--- src/rtl/spi_pixel_receiver.sv ---
// spi_pixel_receiver
//   Main-FPGA end of the nibble-serial inter-FPGA pixel link. Synchronizes the
//   asynchronous DCLK / CS / data / final-pixel inputs into clk_in, assembles
//   two nibbles (high first) into one pixel, tags it with a raster address and
//   flags end-of-frame and malformed transactions.
//
//   Optional build macro: SPI_RX_ERR_COUNT_EN
//     Adds rx_err_count_out (saturating error count) and rx_pixel_count_out
//     (wrapping emitted-pixel count).
//
//   DATA_WIDTH must equal 2*LINES.
//
//   Output timing: pixel_valid_out, pixel_out, frame_done_out and rx_error_out
//   are decoded from the current state. During the EMIT cycle hcount_out and
//   vcount_out still hold the address of the pixel being presented. They
//   advance on the clock edge that ends EMIT. There is no backpressure: a
//   consumer must take the pixel in the cycle pixel_valid_out is high.

module spi_pixel_receiver #(
    parameter int DATA_WIDTH  = 8,
    parameter int LINES       = 4,
    parameter int H_PIXELS    = 160,
    parameter int V_PIXELS    = 90,
    parameter int SYNC_STAGES = 2
) (
    input  logic                        clk_in,
    input  logic                        rst_in,
    input  logic [LINES-1:0]            chip_data_in,
    input  logic                        chip_clk_in,
    input  logic                        chip_sel_in,
    input  logic                        final_pixel_in,
    output logic [DATA_WIDTH-1:0]       pixel_out,
    output logic                        pixel_valid_out,
    output logic [$clog2(H_PIXELS)-1:0] hcount_out,
    output logic [$clog2(V_PIXELS)-1:0] vcount_out,
    output logic                        frame_done_out,
    output logic                        rx_error_out
`ifdef SPI_RX_ERR_COUNT_EN
    ,
    output logic [15:0]                 rx_err_count_out,
    output logic [23:0]                 rx_pixel_count_out
`endif
);

    localparam int HW = $clog2(H_PIXELS);
    localparam int VW = $clog2(V_PIXELS);
    localparam logic [HW-1:0] H_LAST = HW'(H_PIXELS - 1);
    localparam logic [VW-1:0] V_LAST = VW'(V_PIXELS - 1);

    // The reset value of the CS synchronizer reads as "CS high" until the real
    // input has propagated, so WAIT_IDLE holds off for SYNC_STAGES+1 cycles.
    // Without this, a CS that is already low at reset would look like a fresh
    // falling edge and the tail of an old transaction would be captured.
    localparam int FW = $clog2(SYNC_STAGES + 2);
    localparam logic [FW-1:0] FLUSH_N = FW'(SYNC_STAGES + 1);

    typedef enum logic [2:0] {
        S_WAIT_IDLE = 3'd0,
        S_IDLE      = 3'd1,
        S_NIB0      = 3'd2,
        S_NIB1      = 3'd3,
        S_EMIT      = 3'd4,
        S_WAIT_END  = 3'd5
    } state_t;

    state_t r_state;
    state_t w_next;

    // Synchronizer chains; index 0 samples the pin, SYNC_STAGES-1 is the output.
    logic [SYNC_STAGES-1:0]            r_dclk_sync;
    logic [SYNC_STAGES-1:0]            r_cs_sync;
    logic [SYNC_STAGES-1:0]            r_fin_sync;
    logic [SYNC_STAGES-1:0][LINES-1:0] r_data_sync;
    logic                              r_dclk_dly;
    logic                              r_cs_dly;

    logic [FW-1:0]         r_flush;
    logic [DATA_WIDTH-1:0] r_pix;
    logic                  r_final;
    logic                  r_cs_pend;
    logic [HW-1:0]         r_hcount;
    logic [VW-1:0]         r_vcount;

    logic             w_dclk_rise;
    logic             w_cs_fall;
    logic             w_cs_rise;
    logic             w_cs_level;
    logic [LINES-1:0] w_data;
    logic             w_fin;
    logic             w_flushed;
    logic             w_at_last;
    logic             w_end_cs;

    assign w_cs_level  = r_cs_sync[SYNC_STAGES-1];
    assign w_dclk_rise = r_dclk_sync[SYNC_STAGES-1] & ~r_dclk_dly;
    assign w_cs_fall   = ~w_cs_level & r_cs_dly;
    assign w_cs_rise   = w_cs_level & ~r_cs_dly;
    assign w_data      = r_data_sync[SYNC_STAGES-1];
    assign w_fin       = r_fin_sync[SYNC_STAGES-1];
    assign w_flushed   = (r_flush == FLUSH_N);
    assign w_at_last   = (r_hcount == H_LAST) && (r_vcount == V_LAST);
    // A CS rise seen while finishing NIB1 or during EMIT ends the transaction
    // once WAIT_END is reached.
    assign w_end_cs    = w_cs_rise | r_cs_pend;

    // Input synchronizers plus one delay flop each on DCLK and CS for edges.
    always_ff @(posedge clk_in) begin
        if (rst_in) begin
            r_dclk_sync <= '0;
            r_cs_sync   <= '1;
            r_fin_sync  <= '0;
            r_data_sync <= '0;
            r_dclk_dly  <= 1'b0;
            r_cs_dly    <= 1'b1;
        end else begin
            r_dclk_sync[0] <= chip_clk_in;
            r_cs_sync[0]   <= chip_sel_in;
            r_fin_sync[0]  <= final_pixel_in;
            r_data_sync[0] <= chip_data_in;
            for (int i = 1; i < SYNC_STAGES; i++) begin
                r_dclk_sync[i] <= r_dclk_sync[i-1];
                r_cs_sync[i]   <= r_cs_sync[i-1];
                r_fin_sync[i]  <= r_fin_sync[i-1];
                r_data_sync[i] <= r_data_sync[i-1];
            end
            r_dclk_dly <= r_dclk_sync[SYNC_STAGES-1];
            r_cs_dly   <= w_cs_level;
        end
    end

    // Post-reset flush counter: counts up once, then holds.
    always_ff @(posedge clk_in) begin
        if (rst_in) begin
            r_flush <= '0;
        end else if (r_state == S_WAIT_IDLE && !w_flushed) begin
            r_flush <= r_flush + 1'b1;
        end
    end

    // FSM state register.
    always_ff @(posedge clk_in) begin
        if (rst_in) begin
            r_state <= S_WAIT_IDLE;
        end else begin
            r_state <= w_next;
        end
    end

    // FSM next-state logic. With DCLK and CS rising together, the DCLK edge is
    // taken first: in NIB0 the result is still an abort, and in NIB1 the pixel
    // completes and the CS edge is remembered in r_cs_pend.
    always_comb begin
        w_next = r_state;
        case (r_state)
            S_WAIT_IDLE: if (w_flushed && w_cs_level) w_next = S_IDLE;
            S_IDLE:      if (w_cs_fall)               w_next = S_NIB0;
            S_NIB0: begin
                if (w_cs_rise)        w_next = S_IDLE;
                else if (w_dclk_rise) w_next = S_NIB1;
            end
            S_NIB1: begin
                if (w_dclk_rise)      w_next = S_EMIT;
                else if (w_cs_rise)   w_next = S_IDLE;
            end
            S_EMIT:      w_next = S_WAIT_END;
            S_WAIT_END:  if (w_end_cs) w_next = S_IDLE;
            default:     w_next = S_WAIT_IDLE;
        endcase
    end

    // FSM outputs: pixel strobe, end-of-frame and malformed-transaction strobe.
    always_comb begin
        pixel_valid_out = 1'b0;
        pixel_out       = '0;
        frame_done_out  = 1'b0;
        rx_error_out    = 1'b0;
        case (r_state)
            S_NIB0: rx_error_out = w_cs_rise;
            S_NIB1: rx_error_out = w_cs_rise & ~w_dclk_rise;
            S_EMIT: begin
                pixel_valid_out = 1'b1;
                pixel_out       = r_pix;
                frame_done_out  = r_final | w_at_last;
                rx_error_out    = w_dclk_rise;
            end
            S_WAIT_END: rx_error_out = w_dclk_rise;
            default: ;
        endcase
    end

    // Nibble assembly and final-flag latch.
    always_ff @(posedge clk_in) begin
        if (rst_in) begin
            r_pix   <= '0;
            r_final <= 1'b0;
        end else begin
            case (r_state)
                S_IDLE: begin
                    if (w_cs_fall) begin
                        r_pix   <= '0;
                        r_final <= 1'b0;
                    end
                end
                S_NIB0: begin
                    if (w_dclk_rise) begin
                        r_pix[DATA_WIDTH-1 -: LINES] <= w_data;
                        r_final                      <= w_fin;
                    end
                end
                S_NIB1: begin
                    if (w_dclk_rise) begin
                        r_pix[LINES-1:0] <= w_data;
                    end
                end
                default: ;
            endcase
        end
    end

    // Remember a CS rise that lands while the pixel is still being emitted.
    always_ff @(posedge clk_in) begin
        if (rst_in) begin
            r_cs_pend <= 1'b0;
        end else begin
            case (r_state)
                S_NIB1:  r_cs_pend <= w_dclk_rise & w_cs_rise;
                S_EMIT:  r_cs_pend <= r_cs_pend | w_cs_rise;
                default: r_cs_pend <= 1'b0;
            endcase
        end
    end

    // Raster address: advances on the edge ending EMIT; final flag resyncs.
    always_ff @(posedge clk_in) begin
        if (rst_in) begin
            r_hcount <= '0;
            r_vcount <= '0;
        end else if (r_state == S_EMIT) begin
            if (r_final || w_at_last) begin
                r_hcount <= '0;
                r_vcount <= '0;
            end else if (r_hcount == H_LAST) begin
                r_hcount <= '0;
                r_vcount <= r_vcount + 1'b1;
            end else begin
                r_hcount <= r_hcount + 1'b1;
            end
        end
    end

    assign hcount_out = r_hcount;
    assign vcount_out = r_vcount;

`ifdef SPI_RX_ERR_COUNT_EN
    logic [15:0] r_err_count;
    logic [23:0] r_pixel_count;

    // Saturating error counter and wrapping emitted-pixel counter.
    always_ff @(posedge clk_in) begin
        if (rst_in) begin
            r_err_count   <= '0;
            r_pixel_count <= '0;
        end else begin
            if (rx_error_out && r_err_count != 16'hFFFF) begin
                r_err_count <= r_err_count + 16'd1;
            end
            if (pixel_valid_out) begin
                r_pixel_count <= r_pixel_count + 24'd1;
            end
        end
    end

    assign rx_err_count_out   = r_err_count;
    assign rx_pixel_count_out = r_pixel_count;
`endif

endmodule

--- config.mk ---
export PLATFORM = sky130hd
export DESIGN_NAME = spi_pixel_receiver
export DESIGN_NICKNAME = d
export VERILOG_FILES = /design/src/rtl/spi_pixel_receiver.sv
export SDC_FILE = /design/constraint.sdc
export NUM_CORES = 1
export LEC_CHECK = 0
export ABC_AREA = 1
export BUFFER_PORTS_ARGS = -buffer_cell sky130_fd_sc_hd__buf_2
export CAP_MARGIN = 20
export CORE_ASPECT_RATIO = 2
export CORE_UTILIZATION = 56
export CTS_CLUSTER_DIAMETER = 30
export CTS_CLUSTER_SIZE = 24
export DETAILED_ROUTE_END_ITERATION = 10
export GPL_ROUTABILITY_DRIVEN = 0
export HOLD_SLACK_MARGIN = 0.06
export PLACE_DENSITY = 0.77
export SYNTH_ARGS = -nofsm -noshare
export SYNTH_HDL_FRONTEND = slang
export SYNTH_SLANG_ARGS = --single-unit
export TNS_END_PERCENT = 5
--- constraint.sdc ---
create_clock -name clk_in -period 1.8 [get_ports clk_in]
set_input_delay 0.09 -clock clk_in [delete_from_list [all_inputs] [get_ports clk_in]]
set_output_delay 0.09 -clock clk_in [all_outputs]
set_load 0.05 [all_outputs]
==> metrics.cfg, run 1 <==
[drt]
wl_per_cell_um = 11.1
drt_wl_total_mm = 4.59
firstDrtPassIters = 4
via_per_inst = 4.90
drtIter0Drc = 59
drc = 0
wl_met3_um = 134
antenna_left = 0
maxUsedRoutingLayer = met4
met1_length_mm = 1.69
wl_met2_mm = 2.64
num_vias = 2028

[synth]
synthDominantCellAreaShare = 0.421
avgSynthCellArea_um2 = 6.90
syn_area_um2 = 2190
synth-seq-cells = 46
synth_warnings = 0
seq_area_frac_synth = 0.421
syn_inst = 317
synth_nets = 332
synth.area.top_cells = dfxtp_1 (42%), nand2_1 (13%), inv_1 (9.3%), nor2_1 (8.2%), a21oi_1 (3.7%)
synth.distinct_cells = 29
synth_top_area_cell = dfxtp_1

[finish]
nNetsFinal = 379
final_cell_mix = nand2_1 (77), inv_1 (54), nor2_1 (47), dfxtp_1 (42), buf_2 (32)
area_growth_pct = 21.3
final_common_cell = nand2_1
num_antenna_cells = 0
drive_gt1_frac = 0.216

[clock_network]
clk_latency_ns = 0.30
cts_sinks = 46
cts_tree = done
clk_path_buf_depth = 2
cts_made_buffers = 5
clkTransAtPathRegs_ns = 0.08
ctsRootBufferMaster = clkbuf_8
htree_levels = 2

[power]
peakVddDrop_v = 0.000928
p_leak_uw = 0.00131
p_comb_frac = 0.172
swShare = 0.269
clkPwrFrac = 0.377
seq_power_share = 0.451
powerDensity_nw_per_um2 = 938
switchingPower_uw = 669
p_int_uw = 1820

[floorplan]
io_pins = 35
start_util = 0.594
die_y_um = 90.4
fp.dieArea_um2 = 4170
die_w_um = 46.2
num_rows = 31
coreArea_um2 = 3680

[flow_run]
drv_cap = 0

[grt]
antenna_found_initial = 0
grt_pass1_vias = 1976
grt_max_degree = 28
gr-total-overflow = 0
grt_pass1_wl_mm = 7.76
grt_use_total = 0.249

[placement]
port_buffers = 34
hpwl_mm = 3.35

[timing]
min_period_ns = 1.69
hold_viol_final = 0
slew-limit-headroom = 0.738
finalClockSkew_ns = 0.00730
slew_viol_final = 0
fmax_mhz = 593
rsz0062_at_grt = no
tightest_slew_ns = 0.393
fin_crit_sh = 0.937
finalSetupViolCount = 0
hold_slack_ns = 0.160
tns_ns = 0

[setup_path]
worstPathRequired_ns = 1.71
crit_path_max_fanout = 6
cp-end-kind = primary output
cp_common_cell = nand2_1
path_class = reg -> out
cp_slowest_cell = dfxtp_2
cp_cell_sequence = inv_2 > nor2_2 > nand2_1 > nand2_1 > nand2_1 > a21oi_1 > buf_4
max_stage_delay_ns = 0.41
crit_arrival_ns = 1.60
crit_buf_inv = 2
startpoint_type = register
crit_family = simple AND/OR/NAND/NOR gates

[outcome]
outcome = finished clean

[min_path]
hp-class = in -> reg

==> cell type report <==
type	instances	area, um2
clock buffer	6	82.6
clock inverter	2	60.1
fill	308	1030
inverter	59	223
multi-input combinational	206	1010
sequential	46	926
tap	49	61.3
timing repair buffer	46	287
==> registers in the layout, indices dropped and copies added, names as in the netlist <==
signal       cells
r_dclk_dly       1
r_dclk_sync      2
r_cs_dly         1
r_cs_pend        1
r_final          1
r_pix            8
r_flush          2
hcount_out       8
r_cs_sync        2
r_state          3
r_data_sync      4
vcount_out       7
r_fin_sync       2
w_data           4
==> cell usage after synthesis, drive strengths merged <==
| library cell | count |
|---|---|
| o21bai | 1 |
| nand2 | 85 |
| nand3b | 2 |
| ha | 6 |
| buf | 6 |
| xnor2 | 1 |
| nand3 | 19 |
| dfxtp | 46 |
| clkinv | 2 |
| nor3 | 3 |
| or2 | 2 |
| inv | 57 |
| nor2 | 54 |
| o21ai | 10 |
| a21oi | 17 |
| xor2 | 2 |
| nand4 | 4 |
==> path summary, 6_finish.rpt <==
kind,cells after the start,slack [ns],startpoint,endpoint
setup / recovery,7,0.11,r_state[1]$_SDFFE_PP0P_,rx_error_out
hold / removal,3,0.16,rst_in,r_cs_dly$_SDFF_PP1_
setup reg to reg,10,0.30,hcount_out[0]$_SDFFE_PP0N_,vcount_out[6]$_SDFFE_PP0P_
hold reg to reg,2,0.41,r_data_sync[3]$_SDFF_PP0_,w_data[3]$_SDFF_PP0_
==> through the flow <==
stage          std cells  utilization  total power [uW]  cell area [um2]  worst slack [ns]
6_report             414        0.720              2490             2650             0.114
5_1_grt              414        0.720              2620             2650          0.000154
4_1_cts              413        0.715              2500             2640            0.0260
3_5_place_dp         398        0.656              1560             2420             0.269
3_3_place_gp         398        0.656              1550             2420             0.293
2_1_floorplan        317            -              1470             2190            0.0859
==> what timing repair did <==
item,in CTS,in global routing
buffers inserted,0,1
gates resized for setup,3,5
endpoints found under the setup margin,2,1
pin swaps,0,1
hold buffers,7,0
endpoints found under the hold margin,7,0
==> tightest hold or removal path, stage by stage <==
cell and delay, ns:
buf_2 0.09, inv_1 0.14, nand2_1 0.10
==> power groups by stage <==
stage          Combinational [uW]  Clock, uW  Sequential [uW]
2_1_floorplan                 333          0             1140
3_3_place_gp                  404          0             1150
3_5_place_dp                  415          0             1150
4_1_cts                       429        950             1120
5_1_grt                       493        991             1130
6_report                      428        937             1120
==> logic make-up after synthesis <==
kind of cell	share of synthesized area
AO/OA/AOI/OAI	0.0687
XOR/XNOR	0.0120
adder cells (fa/ha/maj)	0.0343
buffers and inverters	0.120
flip-flops	0.421
AND/OR/NAND/NOR	0.344
==> layer usage <==
| metal | GRT usage | up-vias |
|---|---|---|
| li1 | - | 1050 |
| met1 | 0.225 | 917 |
| met2 | 0.471 | 49 |
| met4 | 0.132 | 0 |
| met3 | 0.0360 | 12 |
| met5 | 0 | - |
(Power assumes the default switching activity.)
==> inputs of run 2 (changes only) <==
--- a/config.mk
+++ b/config.mk
@@ -9,6 +9,7 @@
 export BUFFER_PORTS_ARGS = -buffer_cell sky130_fd_sc_hd__buf_2
 export CAP_MARGIN = 20
 export CORE_ASPECT_RATIO = 2
+export CORE_MARGIN = 2
 export CORE_UTILIZATION = 56
 export CTS_CLUSTER_DIAMETER = 30
 export CTS_CLUSTER_SIZE = 24
==> run 2 against run 1 <==
Maximum frequency increased by 0.68%; largest cell class unchanged; sequential share of layout area increased by 0.81 points; clock power decreased by 31%.
==> metrics.cfg, run 2 (synthesis gave the netlist of run 1 again) <==
[setup_path]
path_class = reg -> out
cp-end-kind = primary output
crit_arrival_ns = 1.58  ; -0.02 ns
crit_path_max_fanout = 16  ; +10
max_stage_delay_ns = 0.36  ; -0.05 ns
cp_cell_sequence = nor2_2 > nand2_2 > buf_4 > nor2_1 > buf_2
startpoint_type = register
cp_slowest_cell = dfxtp_2
crit_start = r_state[1]$_SDFFE_PP0P_
worstPathRequired_ns = 1.71  ; about the same
r2r-start = hcount_out[0]$_SDFFE_PP0N_

[clock_network]
htree_levels = 2  ; unchanged
cts_tree = done
clkTransAtPathRegs_ns = 0.09  ; about the same
postCtsSetupBuffers = 0  ; unchanged
ctsRootBufferMaster = clkbuf_8
clk_latency_ns = 0.30  ; about the same
cts_made_buffers = 5  ; unchanged
clk_path_buf_depth = 2  ; unchanged
cts_sinks = 46  ; unchanged

[drt]
antenna_left = 0  ; unchanged
num_vias = 2021  ; -0.35%
wl_per_cell_um = 10.8  ; -2.6%
drt_wl_total_mm = 4.47  ; -2.6%
drc = 0  ; unchanged
firstDrtPassIters = 4  ; unchanged
drtIter0Drc = 35  ; -41%
via_per_inst = 4.88  ; -0.35%

[placement]
dp_slack_ns = 0.270  ; +0.00174 ns
hpwl_mm = 3.43  ; +2.2%
port_buffers = 34  ; unchanged

[timing]
slew_viol_final = 0  ; unchanged
slew-limit-headroom = 0.736  ; -0.00193
finalClockSkew_ns = 0.0100  ; +0.00271 ns
fmax_mhz = 597  ; +0.68%
hold_slack_ns = 0.115  ; -0.0446 ns
tightest_slew_ns = 0.395  ; +0.00197 ns
min_period_ns = 1.67  ; -0.0113 ns
hold_viol_final = 0  ; unchanged
fin_crit_sh = 0.930  ; -0.00630
layout_setup_ws_ns = 0.125  ; +0.0113 ns
finalSetupViolCount = 0  ; unchanged

[flow_run]
drv_cap = 0  ; unchanged

[power]
p_int_uw = 1540  ; -16%
switchingPower_uw = 663  ; -0.95%
finalPower_uw = 2200  ; -12%
powerDensity_nw_per_um2 = 848  ; -9.6%
swShare = 0.301  ; +0.0325
p_comb_frac = 0.194  ; +0.022
peakVddDrop_v = 0.000755  ; -19%
seq_power_share = 0.511  ; +0.060
p_leak_uw = 0.00128  ; -2.6%
clkPwrFrac = 0.295  ; -0.082

[min_path]
hp-start = rst_in
hp-class = in -> reg

[grt]
grt_use_total = 0.236  ; -0.0131
grt_max_degree = 28  ; unchanged
grt_pass1_wl_mm = 7.66  ; -1.3%
grt_pass1_vias = 1909  ; -3.4%
gr-total-overflow = 0  ; unchanged
antenna_found_initial = 0  ; unchanged

[floorplan]
start_util = 0.575  ; -0.0185
num_rows = 32  ; +3.2%
die_w_um = 48.2  ; +4.3%
coreArea_um2 = 3800  ; +3.2%
die_y_um = 92.4  ; +2.2%
fp.dieArea_um2 = 4450  ; +6.6%
io_pins = 35  ; unchanged

[finish]
nNetsFinal = 377  ; -0.53%
final_common_cell = nand2_1
final_cell_mix = nand2_1 (77), inv_1 (54), nor2_1 (47), dfxtp_1 (42), buf_2 (32)
area_growth_pct = 18.5
drive_gt1_frac = 0.212  ; -0.00432
num_antenna_cells = 0  ; unchanged
fillCellCount = 351  ; +14%

[outcome]
outcome = finished clean

-- run 2: cell count changes in the layout (fill, tap and decap cells not counted) --
cell        before  now
bufinv_16        2    0
clkinvlp_4       0    1
clkinv_2         1    2
buf_4            6    4
-- run 2: repair_timing --
action                     4_1_cts  5_1_grt
hold buffers                     7        0
gates resized for setup          2        7
setup endpoints to repair        1        8
hold endpoints to repair         7        0
-- run 2: path summary, 6_finish.rpt --
kind | slack [ns] | end | cells past startpoint
worst max-delay path | 0.13 | pixel_out[3] | 5
worst min register to register | 0.40 | w_data[1]$_SDFF_PP0_ | 2
worst min-delay path | 0.12 | vcount_out[6]$_SDFFE_PP0P_ | 4
worst max register to register | 0.30 | vcount_out[6]$_SDFFE_PP0P_ | 10
-- run 2: power groups by stage --
stage / logic, uW / clock network [uW] / registers [uW]
final: 426 / 649 / 1120
after global routing: 494 / 711 / 1130
after detailed placement: 412 / 0 / 1150
after floorplan: 333 / 0 / 1140
after CTS: 425 / 673 / 1120
after global placement: 406 / 0 / 1140
-- run 2: final cells by class --
cell class / instances / area [um2] / area share
clock buffers: 6 / 82.6 / 0.0319
well taps: 51 / 63.8 / 0.0246
inverters: 59 / 223 / 0.0859
multi-input cells: 206 / 1010 / 0.391
clock inverters: 2 / 12.5 / 0.00483
flip-flops and latches: 46 / 926 / 0.357
repair buffers: 44 / 272 / 0.105
-- run 2: critical path, delay by kind of cell (launching register included) --
family / cells / cell delay, ns
and+or+nand+nor: 3 / 0.41
DFF: 1 / 0.36
buffers and inverters: 2 / 0.50
-- run 2: routing by layer --
layer / GRT usage / part of all wire / vias to the layer above
met3: 0.0429 / 0.032 / 15
met2: 0.416 / 0.56 / 48
met5: 0 / 0 / -
met4: 0.142 / 0.042 / 0
li1: - / - / 1047
met1: 0.226 / 0.37 / 911
-- run 2: through the flow --
step | cells | instance area, um2 | util | setup TNS [ns]
2_1_floorplan | 317 | 2190 | - | 0
4_1_cts | 414 | 2580 | 0.679 | 0
3_3_place_gp | 399 | 2410 | 0.634 | 0
3_5_place_dp | 399 | 2410 | 0.634 | 0
6_report | 414 | 2590 | 0.682 | 0
5_1_grt | 414 | 2590 | 0.682 | -0.00395
==> inputs of run 3 (changes only) <==
--- a/config.mk
+++ b/config.mk
@@ -16,7 +16,7 @@
 export DETAILED_ROUTE_END_ITERATION = 10
 export GPL_ROUTABILITY_DRIVEN = 0
 export HOLD_SLACK_MARGIN = 0.06
-export PLACE_DENSITY = 0.77
+export PLACE_DENSITY = 0.79
 export SYNTH_ARGS = -nofsm -noshare
 export SYNTH_HDL_FRONTEND = slang
 export SYNTH_SLANG_ARGS = --single-unit
==> run 3 against run 2 <==
Combinational power increased by 4%; flip-flop and latch count unchanged; sequential share of layout area decreased by 0.53 points; maximum frequency decreased by 1.3%; first-iteration DRC count decreased by 20%; register-to-register slack about the same; non-clock buffer count increased by 1.
==> metrics.cfg, run 3 (synthesis gave the netlist of run 1 again) <==
[power]
peakVddDrop_v = 0.000837  ; +11%
finalPower_uw = 2320  ; +5.6%
powerDensity_nw_per_um2 = 880  ; +3.8%
p_leak_uw = 0.00130  ; +1.5%

[timing]
slew_viol_final = 0  ; unchanged
finalClockSkew_ns = 0.0101  ; +0.0000955 ns
slew-limit-headroom = 0.741  ; +0.00526
hold_viol_final = 0  ; unchanged
fmax_mhz = 589  ; -1.3%
rsz0062_at_grt = yes
min_period_ns = 1.70  ; +0.0217 ns
tns_ns = 0  ; unchanged
tightest_slew_ns = 0.386  ; -0.00853 ns
finalSetupViolCount = 0  ; unchanged
fin_crit_sh = 0.943  ; +0.0121

[drt]
drc = 0  ; unchanged
via_per_inst = 4.83  ; -1.1%
wl_per_cell_um = 11.2  ; +4.0%
firstDrtPassIters = 4  ; unchanged
drt_wl_total_mm = 4.66  ; +4.2%
antenna_left = 0  ; unchanged
drtIter0Drc = 28  ; -20%
num_vias = 2004  ; -0.84%

[setup_path]
path_class = reg -> out
reg2reg_depth = 10  ; unchanged
reg2reg_slack_ns = 0.29  ; about the same
startpoint_type = register
cp-end-kind = primary output
r2r_end = vcount_out[0]$_SDFFE_PP0P_
r2r-start = hcount_out[0]$_SDFFE_PP0N_
crit_start = vcount_out[0]$_SDFFE_PP0P_
worstPathRequired_ns = 1.71  ; about the same
crit_arrival_ns = 1.61  ; +0.03 ns
crit_path_max_fanout = 6  ; -10

[grt]
grt_use_total = 0.236  ; about the same
grt_max_degree = 28  ; unchanged
gr-usage-met1 = 0.197  ; -0.0292
use_met3 = 0.0468  ; +0.00390
antenna_found_initial = 0  ; unchanged
grt_pass1_vias = 1959  ; +2.6%
grt_pass1_wl_mm = 7.65  ; about the same
grt.busiest_layer = met2
met2_usage = 0.447  ; +0.0318
gr-total-overflow = 0  ; unchanged

[finish]
fillCellCount = 341  ; -2.8%
num_antenna_cells = 0  ; unchanged
final_cell_mix = nand2_1 (77), inv_1 (54), nor2_1 (47), dfxtp_1 (42), buf_2 (27)
fin_util = 0.694  ; +0.0122
regArea_um2 = 928  ; +0.27%
drive_gt1_frac = 0.214  ; +0.00216
nNetsFinal = 378  ; +0.27%
multi_input_area_um2 = 1020  ; +0.99%
finalNonFillerCells = 415  ; +0.24%
final_common_cell = nand2_1
area_growth_pct = 20.7

[flow_run]
drv_cap = 0  ; unchanged

[floorplan]
coreArea_um2 = 3800  ; unchanged
io_pins = 35  ; unchanged
die_w_um = 48.2  ; unchanged
die_y_um = 92.4  ; unchanged
start_util = 0.575  ; unchanged
num_rows = 32  ; unchanged
fp.dieArea_um2 = 4450  ; unchanged

[min_path]
hp-class = in -> reg
holdPathStages = 4  ; unchanged
hp-start = rst_in
hold_end = r_cs_dly$_SDFF_PP1_

[clock_network]
cts_tree = done
clk_path_buf_depth = 2  ; unchanged
htree_levels = 2  ; unchanged
clk_latency_ns = 0.30  ; about the same
cts_made_buffers = 5  ; unchanged
ctsRootBufferMaster = clkbuf_8
clkTransAtPathRegs_ns = 0.09  ; about the same
cts_sinks = 46  ; unchanged

[placement]
port_buffers = 34  ; unchanged
hpwl_mm = 3.54  ; +3.3%
dp_cells = 400  ; +0.25%

[outcome]
outcome = finished clean

## run 3: changes by cell type in the layout (fill, tap and decap cells not counted), sizes merged
cell      change
clkinv        +1
clkinvlp      -1
bufinv        +1
buf           -4
clkbuf        +4
## run 3: final cells by class
class / instances / share of cell area
Multi-Input combinational cell: 206 / 0.388
Tap cell: 51 / 0.0242
Sequential cell: 46 / 0.352
Clock inverter: 3 / 0.0152
Timing Repair Buffer: 45 / 0.110
Inverter: 59 / 0.0844
Clock buffer: 5 / 0.0261
## run 3: critical path, stage by stage (launching register included)
cell	delay, ns
dfxtp_1	0.45
ha_1	0.18
nand2_1	0.05
inv_1	0.05
nand3_1	0.08
nand2_1	0.13
nand2_2	0.12
nor2_4	0.09
buf_6	0.16
## run 3: worst max path at each step
stage	to	slack [ns]	cells after the start
2_1_floorplan	rx_error_out	0.09	6
3_3_place_gp	frame_done_out	0.32	8
3_5_place_dp	vcount_out[0]$_SDFFE_PP0P_	0.25	10
6_report	frame_done_out	0.10	8
5_1_grt	frame_done_out	-0.008	8
4_1_cts	rx_error_out	0.02	7
## run 3: layer usage
layer / wire, um / vias to the layer above / part of all wire
met1: 1720 / 909 / 0.37
met3: 141 / 10 / 0.030
met5: 0 / - / 0
met2: 2670 / 37 / 0.57
met4: 131 / 0 / 0.028
li1: - / 1048 / -
## run 3: power by group
group	leakage, uW	internal [uW]	total (uW)	switching [uW]
Clock	0.0000579	409	755	346
Combinational	0.000863	150	443	293
Sequential	0.000377	1080	1120	41.6
Total	0.00130	1640	2320	681
## run 3: through the flow
step	cell area [um2]	hold slack, ns	setup WS [ns]
after floorplan	2190	0.194	0.0859
after global placement	2420	0.273	0.318
after detailed placement	2420	0.274	0.247
after CTS	2610	0.186	0.0183
after global routing	2640	0.214	-0.00844
final	2640	0.197	0.103
## run 3: what timing repair did
action / in CTS / in global routing
setup endpoints to repair: 2 / 10
buffers inserted: 0 / 0
endpoints found under the hold margin: 7 / 0
hold buffers: 7 / 0
gates cloned: 0 / 0
resized for setup: 4 / 12
